==> src/rtl/inert_spi_pkg.sv <==
// ============================================================================
// Module      : inert_spi_pkg
// Description : Shared types, frame layout and register map for the inertial
//               sensor SPI serf model.
// Revision    : 1.0 - initial release
// ============================================================================
`default_nettype none

package inert_spi_pkg;

    typedef enum logic [0:0] {
        IDLE  = 1'b0,
        SHIFT = 1'b1
    } serf_state_t;

    // Frame layout: R/W flag, register address, write data (MSB first)
    localparam int c_frm_bits     = 16;
    localparam int c_frm_rw_bit   = 15;
    localparam int c_frm_addr_msb = 14;
    localparam int c_frm_addr_lsb = 8;
    localparam int c_data_bits    = 8;

    localparam logic [6:0] c_addr_int1_ctrl = 7'h0D;
    localparam logic [6:0] c_addr_who_am_i  = 7'h0F;
    localparam logic [6:0] c_addr_ctrl1_xl  = 7'h10;
    localparam logic [6:0] c_addr_ctrl2_g   = 7'h11;
    localparam logic [6:0] c_addr_outz_l_g  = 7'h26;
    localparam logic [6:0] c_addr_outz_h_g  = 7'h27;

endpackage

`default_nettype wire

==> src/rtl/spi_serf_shift.sv <==
// ============================================================================
// Module      : spi_serf_shift
// Description : SPI pin oversampling, edge detection, frame FSM and the
//               receive/transmit shifters of the serf.
// Revision    : 1.0 - initial release
// ============================================================================
`default_nettype none

module spi_serf_shift
    import inert_spi_pkg::*;
#(
    parameter int ADDR_W = 7
)
(
    input  logic              clk,
    input  logic              rst_n,
    input  logic              ss_n,
    input  logic              sclk,
    input  logic              mosi,
    input  logic [7:0]        tx_data,
    output logic              miso,
    output logic              busy,
    output logic [ADDR_W-1:0] addr,
    output logic [7:0]        wdata,
    output logic              is_rd,
    output logic              ld_tx,
    output logic              frm_done
);

    logic [1:0]  r_ss_sync;
    logic [1:0]  r_sclk_sync;
    logic [1:0]  r_mosi_sync;
    logic        r_ss_d;
    logic        r_sclk_d;
    serf_state_t r_state;
    serf_state_t w_next_state;
    logic [4:0]  r_bit_cnt;
    logic [15:0] r_rx;
    logic [7:0]  r_tx;

    logic        w_ss;
    logic        w_sclk;
    logic        w_mosi;
    logic        w_ss_fall;
    logic        w_ss_rise;
    logic        w_sclk_rise;
    logic        w_sclk_fall;
    logic        w_shifting;
    logic        w_start;
    logic        w_rise;
    logic        w_fall;
    logic [15:0] w_rx_next;

    assign w_ss        = r_ss_sync[1];
    assign w_sclk      = r_sclk_sync[1];
    assign w_mosi      = r_mosi_sync[1];
    assign w_ss_fall   = ~w_ss & r_ss_d;
    assign w_ss_rise   = w_ss & ~r_ss_d;
    assign w_sclk_rise = w_sclk & ~r_sclk_d;
    assign w_sclk_fall = ~w_sclk & r_sclk_d;
    assign w_rx_next   = {r_rx[14:0], w_mosi};

    // Idle levels: SS_n deasserted, SCLK high
    always_ff @(posedge clk or negedge rst_n) begin
        if (!rst_n) begin
            r_ss_sync   <= 2'b11;
            r_sclk_sync <= 2'b11;
            r_mosi_sync <= 2'b00;
            r_ss_d      <= 1'b1;
            r_sclk_d    <= 1'b1;
        end else begin
            r_ss_sync   <= {r_ss_sync[0], ss_n};
            r_sclk_sync <= {r_sclk_sync[0], sclk};
            r_mosi_sync <= {r_mosi_sync[0], mosi};
            r_ss_d      <= w_ss;
            r_sclk_d    <= w_sclk;
        end
    end

    always_ff @(posedge clk or negedge rst_n) begin
        if (!rst_n) begin
            r_state <= IDLE;
        end else begin
            r_state <= w_next_state;
        end
    end

    always_comb begin
        w_next_state = r_state;
        case (r_state)
            IDLE:    if (w_ss_fall) w_next_state = SHIFT;
            SHIFT:   if (w_ss_rise) w_next_state = IDLE;
            default: w_next_state = IDLE;
        endcase
    end

    // During the load pulse the byte just completed is still in flight, so
    // the address is taken from the next-shift value rather than r_rx.
    always_comb begin
        w_shifting = (r_state == SHIFT);
        w_start    = (r_state == IDLE) & w_ss_fall;
        w_rise     = w_shifting & w_sclk_rise;
        w_fall     = w_shifting & w_sclk_fall;
        ld_tx      = w_rise & (r_bit_cnt == 5'd7);
        frm_done   = w_shifting & w_ss_rise & (r_bit_cnt == 5'd16);
        busy       = w_shifting;
        miso       = w_shifting & r_tx[7];
        wdata      = r_rx[c_data_bits-1:0];
        if (ld_tx) begin
            addr  = w_rx_next[ADDR_W-1:0];
            is_rd = w_rx_next[ADDR_W];
        end else begin
            addr  = r_rx[c_frm_addr_lsb +: ADDR_W];
            is_rd = r_rx[c_frm_rw_bit];
        end
    end

    always_ff @(posedge clk or negedge rst_n) begin
        if (!rst_n) begin
            r_bit_cnt <= 5'd0;
            r_rx      <= 16'h0000;
            r_tx      <= 8'h00;
        end else if (w_start) begin
            r_bit_cnt <= 5'd0;
            r_rx      <= 16'h0000;
            r_tx      <= 8'h00;
        end else if (w_rise && (r_bit_cnt != 5'd16)) begin
            r_rx      <= w_rx_next;
            r_bit_cnt <= r_bit_cnt + 5'd1;
            if (ld_tx) begin
                r_tx <= is_rd ? tx_data : 8'h00;
            end
        end else if (w_fall && (r_bit_cnt >= 5'd9)) begin
            r_tx <= {r_tx[6:0], 1'b0};
        end
    end

endmodule

`default_nettype wire

==> src/rtl/inert_spi_serf.sv <==
// ============================================================================
// Module      : inert_spi_serf
// Description : Inertial sensor SPI serf model: register file, yaw-rate
//               sample capture and data-ready interrupt.
// Revision    : 1.0 - initial release
// ============================================================================
`default_nettype none

module inert_spi_serf
    import inert_spi_pkg::*;
#(
    parameter int         ADDR_W       = 7,
    parameter logic [7:0] WHO_AM_I_VAL = 8'h6A
)
(
    input  logic        clk,
    input  logic        rst_n,
    input  logic        SS_n,
    input  logic        SCLK,
    input  logic        MOSI,
    output logic        MISO,
    output logic        INT,
    input  logic [15:0] yaw_rt,
    input  logic        yaw_vld
);

    logic [ADDR_W-1:0] w_addr;
    logic [7:0]        w_wdata;
    logic              w_is_rd;
    logic              w_ld_tx;
    logic              w_frm_done;
    logic              w_busy;
    logic [7:0]        w_rd_data;
    logic              w_land;
    logic [15:0]       w_land_data;

    logic [7:0]        r_int1_ctrl;
    logic [7:0]        r_ctrl1_xl;
    logic [7:0]        r_ctrl2_g;
    logic [15:0]       r_outz;
    logic              r_pend_vld;
    logic [15:0]       r_pend_data;
    logic              r_int;
    logic              r_commit;
    logic              r_commit_rd;
    logic [ADDR_W-1:0] r_commit_addr;
    logic [7:0]        r_commit_data;

    spi_serf_shift #(
        .ADDR_W (ADDR_W)
    ) u_shift (
        .clk      (clk),
        .rst_n    (rst_n),
        .ss_n     (SS_n),
        .sclk     (SCLK),
        .mosi     (MOSI),
        .tx_data  (w_rd_data),
        .miso     (MISO),
        .busy     (w_busy),
        .addr     (w_addr),
        .wdata    (w_wdata),
        .is_rd    (w_is_rd),
        .ld_tx    (w_ld_tx),
        .frm_done (w_frm_done)
    );

    always_comb begin
        w_rd_data = 8'h00;
        case (w_addr)
            ADDR_W'(c_addr_who_am_i):  w_rd_data = WHO_AM_I_VAL;
            ADDR_W'(c_addr_int1_ctrl): w_rd_data = r_int1_ctrl;
            ADDR_W'(c_addr_ctrl1_xl):  w_rd_data = r_ctrl1_xl;
            ADDR_W'(c_addr_ctrl2_g):   w_rd_data = r_ctrl2_g;
            ADDR_W'(c_addr_outz_l_g):  w_rd_data = r_outz[7:0];
            ADDR_W'(c_addr_outz_h_g):  w_rd_data = r_outz[15:8];
            default:                   w_rd_data = 8'h00;
        endcase
    end

    // Commit is delayed one cycle so an INT clear lines up with the
    // pending-sample transfer, letting a same-cycle set take priority.
    always_ff @(posedge clk or negedge rst_n) begin
        if (!rst_n) begin
            r_commit      <= 1'b0;
            r_commit_rd   <= 1'b0;
            r_commit_addr <= '0;
            r_commit_data <= 8'h00;
        end else begin
            r_commit      <= w_frm_done;
            r_commit_rd   <= w_is_rd;
            r_commit_addr <= w_addr;
            r_commit_data <= w_wdata;
        end
    end

    always_ff @(posedge clk or negedge rst_n) begin
        if (!rst_n) begin
            r_int1_ctrl <= 8'h00;
            r_ctrl1_xl  <= 8'h00;
            r_ctrl2_g   <= 8'h00;
        end else if (r_commit && !r_commit_rd) begin
            case (r_commit_addr)
                ADDR_W'(c_addr_int1_ctrl): r_int1_ctrl <= r_commit_data;
                ADDR_W'(c_addr_ctrl1_xl):  r_ctrl1_xl  <= r_commit_data;
                ADDR_W'(c_addr_ctrl2_g):   r_ctrl2_g   <= r_commit_data;
                default: ;
            endcase
        end
    end

    // A fresh strobe outside a frame beats an older pending sample.
    always_comb begin
        w_land      = !w_busy && (yaw_vld || r_pend_vld);
        w_land_data = yaw_vld ? yaw_rt : r_pend_data;
    end

    always_ff @(posedge clk or negedge rst_n) begin
        if (!rst_n) begin
            r_outz      <= 16'h0000;
            r_pend_vld  <= 1'b0;
            r_pend_data <= 16'h0000;
        end else begin
            if (w_land) begin
                r_outz <= w_land_data;
            end
            if (yaw_vld && w_busy) begin
                r_pend_vld  <= 1'b1;
                r_pend_data <= yaw_rt;
            end else if (!w_busy) begin
                r_pend_vld  <= 1'b0;
            end
        end
    end

    always_ff @(posedge clk or negedge rst_n) begin
        if (!rst_n) begin
            r_int <= 1'b0;
        end else if (w_land && r_int1_ctrl[1]) begin
            r_int <= 1'b1;
        end else if (r_commit && r_commit_rd &&
                     (r_commit_addr == ADDR_W'(c_addr_outz_h_g))) begin
            r_int <= 1'b0;
        end
    end

    assign INT = r_int;

endmodule

`default_nettype wire

==> config.mk <==
export PLATFORM = sky130hd
export DESIGN_NAME = inert_spi_serf
export DESIGN_NICKNAME = d
export VERILOG_FILES = /design/src/rtl/inert_spi_pkg.sv /design/src/rtl/spi_serf_shift.sv /design/src/rtl/inert_spi_serf.sv
export SDC_FILE = /design/constraint.sdc
export NUM_CORES = 1
export LEC_CHECK = 0
export ABC_AREA = 1
export BUFFER_PORTS_ARGS = -buffer_cell sky130_fd_sc_hd__buf_2
export CAP_MARGIN = 10
export CORE_ASPECT_RATIO = 1.2
export CORE_MARGIN = 2
export CORE_UTILIZATION = 50
export CTS_CLUSTER_SIZE = 16
export DETAILED_ROUTE_END_ITERATION = 6
export PLACE_DENSITY = 0.67
export SLEW_MARGIN = 20
export SYNTH_ARGS = -nofsm -noshare
export SYNTH_HDL_FRONTEND = slang
export SYNTH_SLANG_ARGS = --single-unit
==> constraint.sdc <==
create_clock -name clk -period 3.1 [get_ports clk]
set_input_delay 0.465 -clock clk [delete_from_list [all_inputs] [get_ports clk]]
set_output_delay 0.465 -clock clk [all_outputs]
set_load 0.01 [all_outputs]
==> summary.md, run 1 <==
| Metric | Value |
|---|---|
| Status | `finished, final reports clean` |
| Layout Skew | `0.0163 ns` |
| CTS clock-pin slew for the worst setup and hold paths | `0.05 ns` |
| Reg2Reg Launch Point | `u_shift.r_bit_cnt[0]` |
| Largest net degree at the start of global routing | `67` |
| Met3 usage | `5.96%` |
| Hold Path Class | `primary input to flop` |
| Synthesized flop and latch total | `113` |
| Power Total | `4.33 mW` |
| Skew-Pair Late Insertion Delay | `0.41 ns` |
| Drt wl/cell | `15.0 um` |
| Initial DRC count | `185` |
| Final setup violation count | `0` |
| Drt first pass iters | `4` |
| Antenna violations before repair | `0` |
| Area leader, netlist | `dfrtp_1` |
| Gpl congestion | `0.859` |
| Fin nets | `629` |
| Crit. End Element | `flop` |
| Min-delay src | `SCLK` |
| Core area | `10100 um^2` |
| Distinct cells, synth | `35` |
| R2R Setup Slk | `0.74 ns` |
| Synthesis Warnings | `0` |
| Setup TNS | `0 ns` |
| Largest fanout on the critical path | `17` |
| Worst-margin pin slew | `0.723 ns` |
| Top FF cell, synth | `dfrtp_1` |
| Met1 usage | `27.4%` |
| Io pins | `24` |
| Vias in the first global route | `4057` |
| Mean Syn Cell Area | `8.98 um^2` |
| Post-route ant nets | `0` |
| MaxCap Viol Count | `0` |
| Vias per inst | `5.22` |
| Setup CP Type | `flop to flop` |
| Most frequent cells in the layout | `nand2_1 (147), dfrtp_1 (107), inv_1 (64)` |
| Post-Place Cells | `710` |
| FMAX | `0.424 GHz` |
| Final Max Slew Viols | `0` |
| CTS Sinks | `113` |
| Total gr overflow | `0` |
| DR vias | `3881` |
| Initial Util | `51.4%` |
| Cell row count | `40` |
| Global-route wire length before repair | `19.3 mm` |
| Req. time, crit path | `3.45 ns` |
| DRC | `0` |
| Clk buf depth | `2` |
| Cell Pwr Density | `719 nW/um^2` |
| Area Overhead vs Synth | `16.7%` |
| Sequential-to-total area share from yosys stat | `54.9%` |
| GRT busiest layer | `met2` |
| Slew HR | `51.7%` |
| Post-Layout Cell Count | `743` |
| Commonest non-fill, non-tap cell in the layout | `nand2_1` |
| Die W | `96.8 um` |
| Reg2Reg Depth | `16` |
| Leak | `2.90 nW` |
| Instance count of the mapped netlist | `575` |
| Dpl hpwl | `7.92 mm` |
| Ys async rst share | `100%` |
| Hold Vio Cnt, Final | `0` |
| CP arrival | `2.71 ns` |
| Syn Nets | `600` |
| CTS Buf Count | `17` |
| Startpoint Class | `flop` |
| Hold Path End | `u_shift.r_sclk_sync[0]` |
| EDFF count, synth | `0` |
| Met2 track demand over resource | `35.5%` |
| Buffers on Ports | `23` |
| Post-layout min period | `2.36 ns` |
| Yosys top cell area share | `51.8%` |
| Top post-synthesis cells by area | `dfrtp_1 (52%), nand2_1 (11%), inv_1 (4.7%)` |
| Detailed-route wire length | `11.1 mm` |
| Crit share post-route | `76.1%` |
| Hold Crit Depth | `1` |
| Unrepaired setup endpoints after global routing | `false` |
| Ant diodes | `0` |
| Postcts setup bufs | `0` |
| Global router's overall resource usage | `21.9%` |
| CTS tree | `yes` |
| Ratio of cells with drive above 1 in the final layout | `19.6%` |
| FF-to-FF End | `u_shift.r_tx[2]` |
| Clock root buffer | `clkbuf_16` |
| H-tree depth | `4` |
| Post-Syn Area | `5170 um^2` |
| Die Ht | `115 um` |
| Maximum VDD drop | `504 uV` |
| Die Footprint | `11200 um^2` |
==> kinds of logic (layout without fill, tap and decap cells) <==
family / after synthesis / count (layout) / share of synthesized area, %
muxes: 13 / 13 / 2.83
buffers and inverters: 89 / 131 / 7.00
adders and majority gates: 3 / 3 / 0.727
and+or+nand+nor: 262 / 262 / 23.8
DFF: 113 / 113 / 54.9
AOI/OAI and AO/OA: 95 / 95 / 10.8
==> critical path, stage by stage, from the launching register on <==
cell and delay, ns:
dfrtp_1 0.46, ha_1 0.26, nand2_2 0.11, nor2_4 0.06, nand2_4 0.17, nand2_1 0.07
nand2_1 0.14, nand2_2 0.11, nor2_4 0.26, nand2_2 0.16, inv_2 0.08, nand2_1 0.05
nand2_1 0.08, inv_1 0.05, nand2_1 0.08, nand3_1 0.08, nand2_1 0.08
==> registers in the layout (all words and copies together) (netlist names), 2 cells and up <==
name / flops
r_commit_data: 8
r_commit_addr: 7
r_pend_data: 16
r_ctrl1_xl: 8
r_int1_ctrl: 8
u_shift.r_ss_sync: 2
u_shift.r_sclk_sync: 2
u_shift.r_rx: 16
r_ctrl2_g: 8
u_shift.r_mosi_sync: 2
r_outz: 16
u_shift.r_tx: 8
u_shift.r_bit_cnt: 5
==> cell type report <==
class	count	area, um^2
Fill cell	853	4030
Timing Repair Buffer	28	170
Clock buffer	27	523
Multi-Input combinational cell	373	1970
Sequential cell	113	2840
Inverter	71	268
Tap cell	126	158
Clock inverter	5	100
==> where the power goes <==
group / total [mW] / switching, mW / internal, mW
Clock: 2.02 / 0.633 / 1.39
Combinational: 0.458 / 0.270 / 0.187
Sequential: 1.85 / 0.146 / 1.71
==> per-layer routing <==
metal	wire [um]	vias up
li1	-	1927
met1	4990	1850
met2	5400	80
met3	372	24
met4	355	0
met5	0	-
==> how the worst max path moves through the flow <==
stage | startpoint | endpoint | slack (ns) | depth (start not counted)
floorplan | u_shift.r_bit_cnt[0] | u_shift.r_tx[2] | 1.19 | 15
global placement | u_shift.r_bit_cnt[0] | u_shift.r_tx[4] | 0.87 | 16
detailed placement | u_shift.r_bit_cnt[0] | u_shift.r_tx[2] | 0.78 | 16
CTS | u_shift.r_bit_cnt[0] | u_shift.r_tx[2] | 0.73 | 16
global route | u_shift.r_bit_cnt[0] | u_shift.r_tx[4] | 0.56 | 15
finish | u_shift.r_bit_cnt[0] | u_shift.r_tx[2] | 0.74 | 16
==> cell usage after synthesis (2+ instances only) <==
library cell and instances:
o21ai_2 4, o21ai_0 42, buf_4 2, ha_1 3, nor3_1 3, clkbuf_1 14, nand3_2 3, a21oi_1 8
dfrtp_1 107, o211ai_1 3, nand2_1 147, nor4_1 4, nor2_4 11, nand2_2 13, o22ai_1 15, o21ai_1 3
mux2_2 13, inv_2 5, nand2_4 3, a21oi_2 4, nor2_1 37, a31oi_1 14, nand4_1 4, inv_1 64
dfstp_2 6, nand3_1 34
==> through the flow <==
step	area [um^2]	utilization, %	worst slack (ns)	hold WS (ns)
after detailed placement	5390	53.6	0.780	0.340
after CTS	6030	59.9	0.735	0.144
final	6030	59.9	0.740	0.155
after floorplan	5170	-	1.19	0.169
after global placement	5390	53.6	0.868	0.336
after global routing	6030	59.9	0.559	0.135
==> repair_timing <==
action	in CTS	in global routing
hold buffers	1	0
gates resized for setup	0	0
endpoints found under the hold margin	19	0
(Power assumes the default switching activity.)
==> inputs of run 2 (changes only) <==
Clock period 3.1 ns to 2.3 ns, I/O delays scaled along.
==> summary.md, run 2 (synthesis results as in run 1) <==
| Metric | Value |
|---|---|
| Psw | `1.49 mW (+42%)` |
| Most used cell, CP | `nand2_1` |
| Antenna violations before repair | `0 (unchanged)` |
| Cell row count | `40 (unchanged)` |
| CTS Buf Count | `17 (unchanged)` |
| Area Overhead vs Synth | `19.6%` |
| Post-route ant nets | `0 (unchanged)` |
| CP bufs+invs | `3 (+1)` |
| MaxCap Viol Count | `0 (unchanged)` |
| Worst-margin pin slew | `0.732 ns (+0.00838 ns)` |
| FMAX | `0.458 GHz (+8.1%)` |
| Ratio of cells with drive above 1 in the final layout | `22.7% (+3.1 points)` |
| Skew-Pair Late Insertion Delay | `0.42 ns (about the same)` |
| Io pins | `24 (unchanged)` |
| Critical Path Slowest Stage Cell | `dfrtp_2` |
| Die W | `96.8 um (unchanged)` |
| CTS tree | `yes` |
| Worst path top cell family by delay | `simple AND/OR/NAND/NOR gates` |
| Largest net degree at the start of global routing | `72 (+7.5%)` |
| Layout Skew | `0.00822 ns (-0.00811 ns)` |
| Hold_ws | `0.0231 ns (-0.132 ns)` |
| Hold Path Class | `primary input to flop` |
| Initial Util | `51.4% (unchanged)` |
| Post-Layout Cell Count | `756 (+1.7%)` |
| Crit. End Element | `flop` |
| Top Registers | `r_outz (16), r_pend_data (16), u_shift.r_rx (16)` |
| Largest fanout on the critical path | `6 (-11)` |
| Min-delay src | `SS_n` |
| Crit-path cells | `ha_1 > nand2_2 > clkinv_2 > nand2_4 > nor2_4 > nand2_1 > nand2_2 > nand2_1 > nor2_4 > nand2_2 > inv_2 > nand2_1 > nand2_1 > inv_1 > nand2_1 > nand3_1 > nand2_1` |
| Unrepaired setup endpoints after global routing | `true` |
| Drt first pass iters | `5 (+1)` |
| Dpl hpwl | `7.86 mm (-0.73%)` |
| Maximum VDD drop | `623 uV (+24%)` |
| Clock root buffer | `clkbuf_16` |
| Drt wl/cell | `15.5 um (+3.6%)` |
| Buffers on Ports | `23 (unchanged)` |
| CP arrival | `2.54 ns (-0.17 ns)` |
| Clk pwr share | `47.4% (+0.7 points)` |
| Final setup violation count | `0 (unchanged)` |
| H-tree depth | `4 (unchanged)` |
| Setup CP Type | `flop to flop` |
| Switch share | `24.9% (+0.62 points)` |
| FF-to-FF End | `u_shift.r_tx[2]` |
| Vias per inst | `5.27 (+0.91%)` |
| Filler cells | `819 (-4.0%)` |
| Crit-path max cell delay | `0.40 ns (-0.06 ns)` |
| CP Depth | `17 (+1)` |
| Reg2Reg Depth | `17 (+1)` |
| Hold Vio Cnt, Final | `0 (unchanged)` |
| Clk buf depth | `2 (unchanged)` |
| Global-route wire length before repair | `19.2 mm (-0.54%)` |
| DR vias | `3985 (+2.7%)` |
| Final Max Slew Viols | `0 (unchanged)` |
| Crit share post-route | `95.0% (+19 points)` |
| Hold Crit Depth | `1 (unchanged)` |
| Vias in the first global route | `3913 (-3.5%)` |
| Leak | `2.95 nW (+1.7%)` |
| DRC | `0 (unchanged)` |
| Startpoint Class | `flop` |
| Fin nets | `642 (+2.1%)` |
| Status | `finished, final reports clean` |
| Die Footprint | `11200 um^2 (unchanged)` |
| Post-Place Cells | `716 (+0.85%)` |
| Commonest non-fill, non-tap cell in the layout | `nand2_1` |
| Global router's overall resource usage | `22.1% (+0.20 points)` |
| Req. time, crit path | `2.65 ns (-0.80 ns)` |
| Post-layout min period | `2.18 ns (-0.176 ns)` |
| Total gr overflow | `0 (unchanged)` |
| CTS Sinks | `113 (unchanged)` |
| Detailed-route wire length | `11.7 mm (+5.4%)` |
| Slew HR | `51.1% (-0.56 points)` |
| R2R Setup Slk | `0.12 ns (-0.62 ns)` |
| Most frequent cells in the layout | `nand2_1 (142), dfrtp_1 (106), inv_1 (64)` |
| Comb power frac | `11.0% (+0.4 points)` |
| Int Pwr | `4.49 mW (+37%)` |
| Ant diodes | `0 (unchanged)` |
| Initial DRC count | `239 (+29%)` |
| Cell Pwr Density | `968 nW/um^2 (+35%)` |
| Gpl congestion | `0.871 (+1.4%)` |
| Flop pwr share | `41.6% (-1.2 points)` |
| Die Ht | `115 um (unchanged)` |
| CTS clock-pin slew for the worst setup and hold paths | `0.05 ns (about the same)` |
| Reg2Reg Launch Point | `u_shift.r_bit_cnt[0]` |
| Core area | `10100 um^2 (unchanged)` |
| Hold Path End | `u_shift.r_ss_sync[0]` |
run 2: worst max-delay path by stage:
| stage | slack [ns] | endpoint | startpoint |
|---|---|---|---|
| 6_report | 0.12 | u_shift.r_tx[2] | u_shift.r_bit_cnt[0] |
| 5_1_grt | -0.01 | u_shift.r_tx[6] | u_shift.r_bit_cnt[0] |
| 4_1_cts | 0.02 | u_shift.r_tx[2] | u_shift.r_bit_cnt[0] |
| 3_5_place_dp | 0.005 | u_shift.r_tx[2] | u_shift.r_bit_cnt[0] |
| 3_3_place_gp | 0.1 | u_shift.r_tx[2] | u_shift.r_bit_cnt[0] |
| 2_1_floorplan | 0.39 | u_shift.r_tx[2] | u_shift.r_bit_cnt[0] |
run 2: repair_timing:
action | CTS | global route
hold buffers | 1 | 0
buffers inserted | 3 | 2
endpoints found under the hold margin | 72 | 0
resized for setup | 0 | 10
gates cloned | 0 | 2
pin swaps | 1 | 7
setup endpoints to repair | 1 | 8
run 2: power groups by stage:
stage | Combinational [mW] | Clock [mW] | Sequential (mW)
finish | 0.658 | 2.84 | 2.49
global route | 0.753 | 2.95 | 2.52
CTS | 0.656 | 2.86 | 2.49
detailed placement | 0.642 | 0 | 2.52
global placement | 0.612 | 0 | 2.51
floorplan | 0.458 | 0 | 2.44
run 2: through the flow:
stage          power [mW]  utilization [%]  setup TNS, ns  setup slack (ns)  area [um^2]
6_report             5.98             61.4              0             0.116         6180
3_5_place_dp         3.16             54.1              0           0.00461         5440
2_1_floorplan        2.90                -              0             0.386         5170
4_1_cts              6.00             60.8              0            0.0186         6110
5_1_grt              6.22             61.4        -0.0191           -0.0114         6180
3_3_place_gp         3.12             54.1              0            0.0950         5440
run 2: worst register-to-register path: stages, from the launching register on:
cell	delay, ns
dfrtp_2	0.40
ha_1	0.20
nand2_2	0.10
clkinv_2	0.09
nand2_4	0.08
nor2_4	0.17
nand2_1	0.10
nand2_2	0.11
nand2_1	0.10
nor2_4	0.15
nand2_2	0.11
inv_2	0.08
nand2_1	0.05
nand2_1	0.07
inv_1	0.05
nand2_1	0.10
nand3_1	0.09
nand2_1	0.07
run 2: cell type report:
cell class / count / area [um^2] / area share (%)
multi-input combinational: 375 / 2020 / 32.8
inverter: 71 / 268 / 4.33
clock inverter: 9 / 153 / 2.47
tap: 126 / 158 / 2.55
timing repair buffer: 39 / 253 / 4.09
clock buffer: 23 / 488 / 7.90
sequential: 113 / 2840 / 45.9
run 2: routing by layer:
metal / vias up / routed length (um) / track usage (%) / share of wire, %
li1: 1951 / - / - / -
met1: 1919 / 5120 / 28.7 / 44
met2: 98 / 5910 / 36.3 / 50
met3: 17 / 494 / 4.86 / 4.2
met4: 0 / 187 / 9.67 / 1.6
met5: - / 0 / 0 / 0
==> inputs of run 3 (changes only) <==
Settings changed: PLACE_DENSITY 0.67 to default, PLACE_DENSITY_LB_ADDON from default to 0.25.
==> summary.md, run 3 (synthesis results as in run 1) <==
| Metric | Value |
|---|---|
| CTS Buf Count | `17 (unchanged)` |
| Layout Skew | `0.0106 ns (+0.00239 ns)` |
| DRC | `0 (unchanged)` |
| Hold Vio Cnt, Final | `0 (unchanged)` |
| Global-route wire length before repair | `18.6 mm (-3.1%)` |
| Crit share post-route | `95.5% (+0.52 points)` |
| FMAX | `0.455 GHz (-0.54%)` |
| Post-Layout Cell Count | `757 (+0.13%)` |
| Clk buf depth | `2 (unchanged)` |
| Setup CP Type | `flop to flop` |
| Die Footprint | `11200 um^2 (unchanged)` |
| Vias per inst | `5.14 (-2.5%)` |
| CTS Sinks | `113 (unchanged)` |
| Dpl hpwl | `7.69 mm (-2.2%)` |
| Final Max Slew Viols | `0 (unchanged)` |
| Post-route ant nets | `0 (unchanged)` |
| Skew-Pair Late Insertion Delay | `0.41 ns (about the same)` |
| Slack of the critical path | `0.104 ns (-0.0119 ns)` |
| Largest net degree at the start of global routing | `57 (-21%)` |
| Met3 wire length | `372 um (-25%)` |
| Maximum VDD drop | `529 uV (-15%)` |
| Worst-margin pin slew | `0.711 ns (-0.0204 ns)` |
| Cell Pwr Density | `944 nW/um^2 (-2.5%)` |
| Critical Path Slowest Stage Cell | `dfstp_2` |
| Die Ht | `115 um (unchanged)` |
| Area Overhead vs Synth | `18.9%` |
| DR vias | `3890 (-2.4%)` |
| Drt first pass iters | `5 (unchanged)` |
| Top Layer Used | `met4` |
| Commonest non-fill, non-tap cell in the layout | `nand2_1` |
| Detailed-route wire length | `11.1 mm (-5.2%)` |
| Clock root buffer | `clkbuf_16` |
| Status | `finished, final reports clean` |
| WL met1 | `5.07 mm (-1.1%)` |
| Ant diodes | `0 (unchanged)` |
| Post-Place Cells | `716 (unchanged)` |
| H-tree depth | `4 (unchanged)` |
| CTS clock-pin slew for the worst setup and hold paths | `0.05 ns (about the same)` |
| Slew HR | `52.5% (+1.4 points)` |
| Total gr overflow | `0 (unchanged)` |
| Crit-path max cell delay | `0.58 ns (+0.18 ns)` |
| Cell row count | `40 (unchanged)` |
| Global router's overall resource usage | `21.1% (-1.0 points)` |
| Initial DRC count | `243 (+1.7%)` |
| Die W | `96.8 um (unchanged)` |
| Startpoint Class | `flop` |
| Drt wl/cell | `14.7 um (-5.3%)` |
| Vias in the first global route | `3867 (-1.2%)` |
| Crit-path cells | `nand2_2 > nor2_4 > nand2_8 > o21ai_2 > nor2_4 > nand2_2 > inv_2 > nand2_1 > nand2_1 > nor2_1 > nand2_1 > nand3_1 > nand2_1` |
| Leak | `2.94 nW (-0.38%)` |
| Place WS | `0.0375 ns (+0.0329 ns)` |
| Gpl congestion | `0.853 (-2.0%)` |
| Crit. End Element | `flop` |
| MaxCap Viol Count | `0 (unchanged)` |
| Final setup violation count | `0 (unchanged)` |
| CTS tree | `yes` |
| Antenna violations before repair | `0 (unchanged)` |
| Worst path top cell family by delay | `simple AND/OR/NAND/NOR gates` |
| CP arrival | `2.48 ns (-0.06 ns)` |
| Buffers on Ports | `23 (unchanged)` |
| CP bufs+invs | `1 (-2)` |
| Post-layout min period | `2.20 ns (+0.0119 ns)` |
| Most frequent cells in the layout | `nand2_1 (144), dfrtp_1 (106), inv_1 (64)` |
| Req. time, crit path | `2.59 ns (-0.06 ns)` |
| Core area | `10100 um^2 (unchanged)` |
| Initial Util | `51.4% (unchanged)` |
| Fin nets | `643 (+0.16%)` |
| Top Registers | `r_outz (16), r_pend_data (16), u_shift.r_rx (16)` |
| Hold Path Class | `primary input to flop` |
| Met2 WL | `5.44 mm (-8.0%)` |
| Setup TNS | `0 ns (unchanged)` |
| Io pins | `24 (unchanged)` |
| Largest fanout on the critical path | `17 (+11)` |
| Ratio of cells with drive above 1 in the final layout | `22.7% (-0.036 points)` |
| Most used cell, CP | `nand2_1` |
-- run 3: cell types whose count changed in the layout (fill, tap and decap cells not counted), sizes merged --
cell / delta
clkinv: +4
bufinv: -1
clkbuf: -2
nor2: +1
inv: -1
-- run 3: final cells by class --
class                           count  area, um^2
Fill cell                         831        3920
Sequential cell                   113        2840
Multi-Input combinational cell    376        2020
Clock buffer                       21         470
Inverter                           71         272
Timing Repair Buffer               39         253
Tap cell                          126         158
Clock inverter                     11         135
-- run 3: through the flow --
step           cell area [um^2]  utilization (%)  power [mW]  hold WS, ns
2_1_floorplan              5170                -        2.90       0.0494
3_3_place_gp               5440             54.1        3.12        0.311
3_5_place_dp               5440             54.1        3.15        0.312
4_1_cts                    6050             60.2        5.81       0.0214
5_1_grt                    6140             61.1        6.06       0.0179
6_report                   6140             61.1        5.80       0.0320
-- run 3: worst paths after layout --
kind / start / endpoint / slack (ns) / cells after the start
setup / recovery: u_shift.r_sclk_sync[1] / u_shift.r_tx[7] / 0.10 / 13
hold / removal: SS_n / u_shift.r_ss_sync[0] / 0.03 / 1
setup reg to reg: u_shift.r_sclk_sync[1] / u_shift.r_tx[7] / 0.10 / 13
hold reg to reg: u_shift.r_mosi_sync[0] / u_shift.r_mosi_sync[1] / 0.35 / 0
max in group asynchronous: rst_n / r_outz[2] / 1.17 / 3
min in group asynchronous: rst_n / r_commit_data[0] / 0.42 / 2
-- run 3: report_power, final --
| group | leakage, nW | switching, mW | internal, mW |
|---|---|---|---|
| registers | 1.45 | 0.189 | 2.30 |
| clock network | 0.298 | 0.885 | 1.77 |
| logic | 1.19 | 0.368 | 0.281 |
| total | 2.94 | 1.44 | 4.35 |
-- run 3: metal layers --
layer,vias to the layer above,global-route usage (%)
met1,1833,26.9
li1,1962,-
met2,77,34.5
met4,0,10.3
met5,-,0
met3,18,4.68
-- run 3: what timing repair did --
| action | CTS | global route |
|---|---|---|
| endpoints found under the setup margin | 0 | 8 |
| hold endpoints to repair | 31 | 0 |
| buffers inserted | 0 | 5 |
| hold buffers | 1 | 0 |
| gates resized for setup | 0 | 7 |
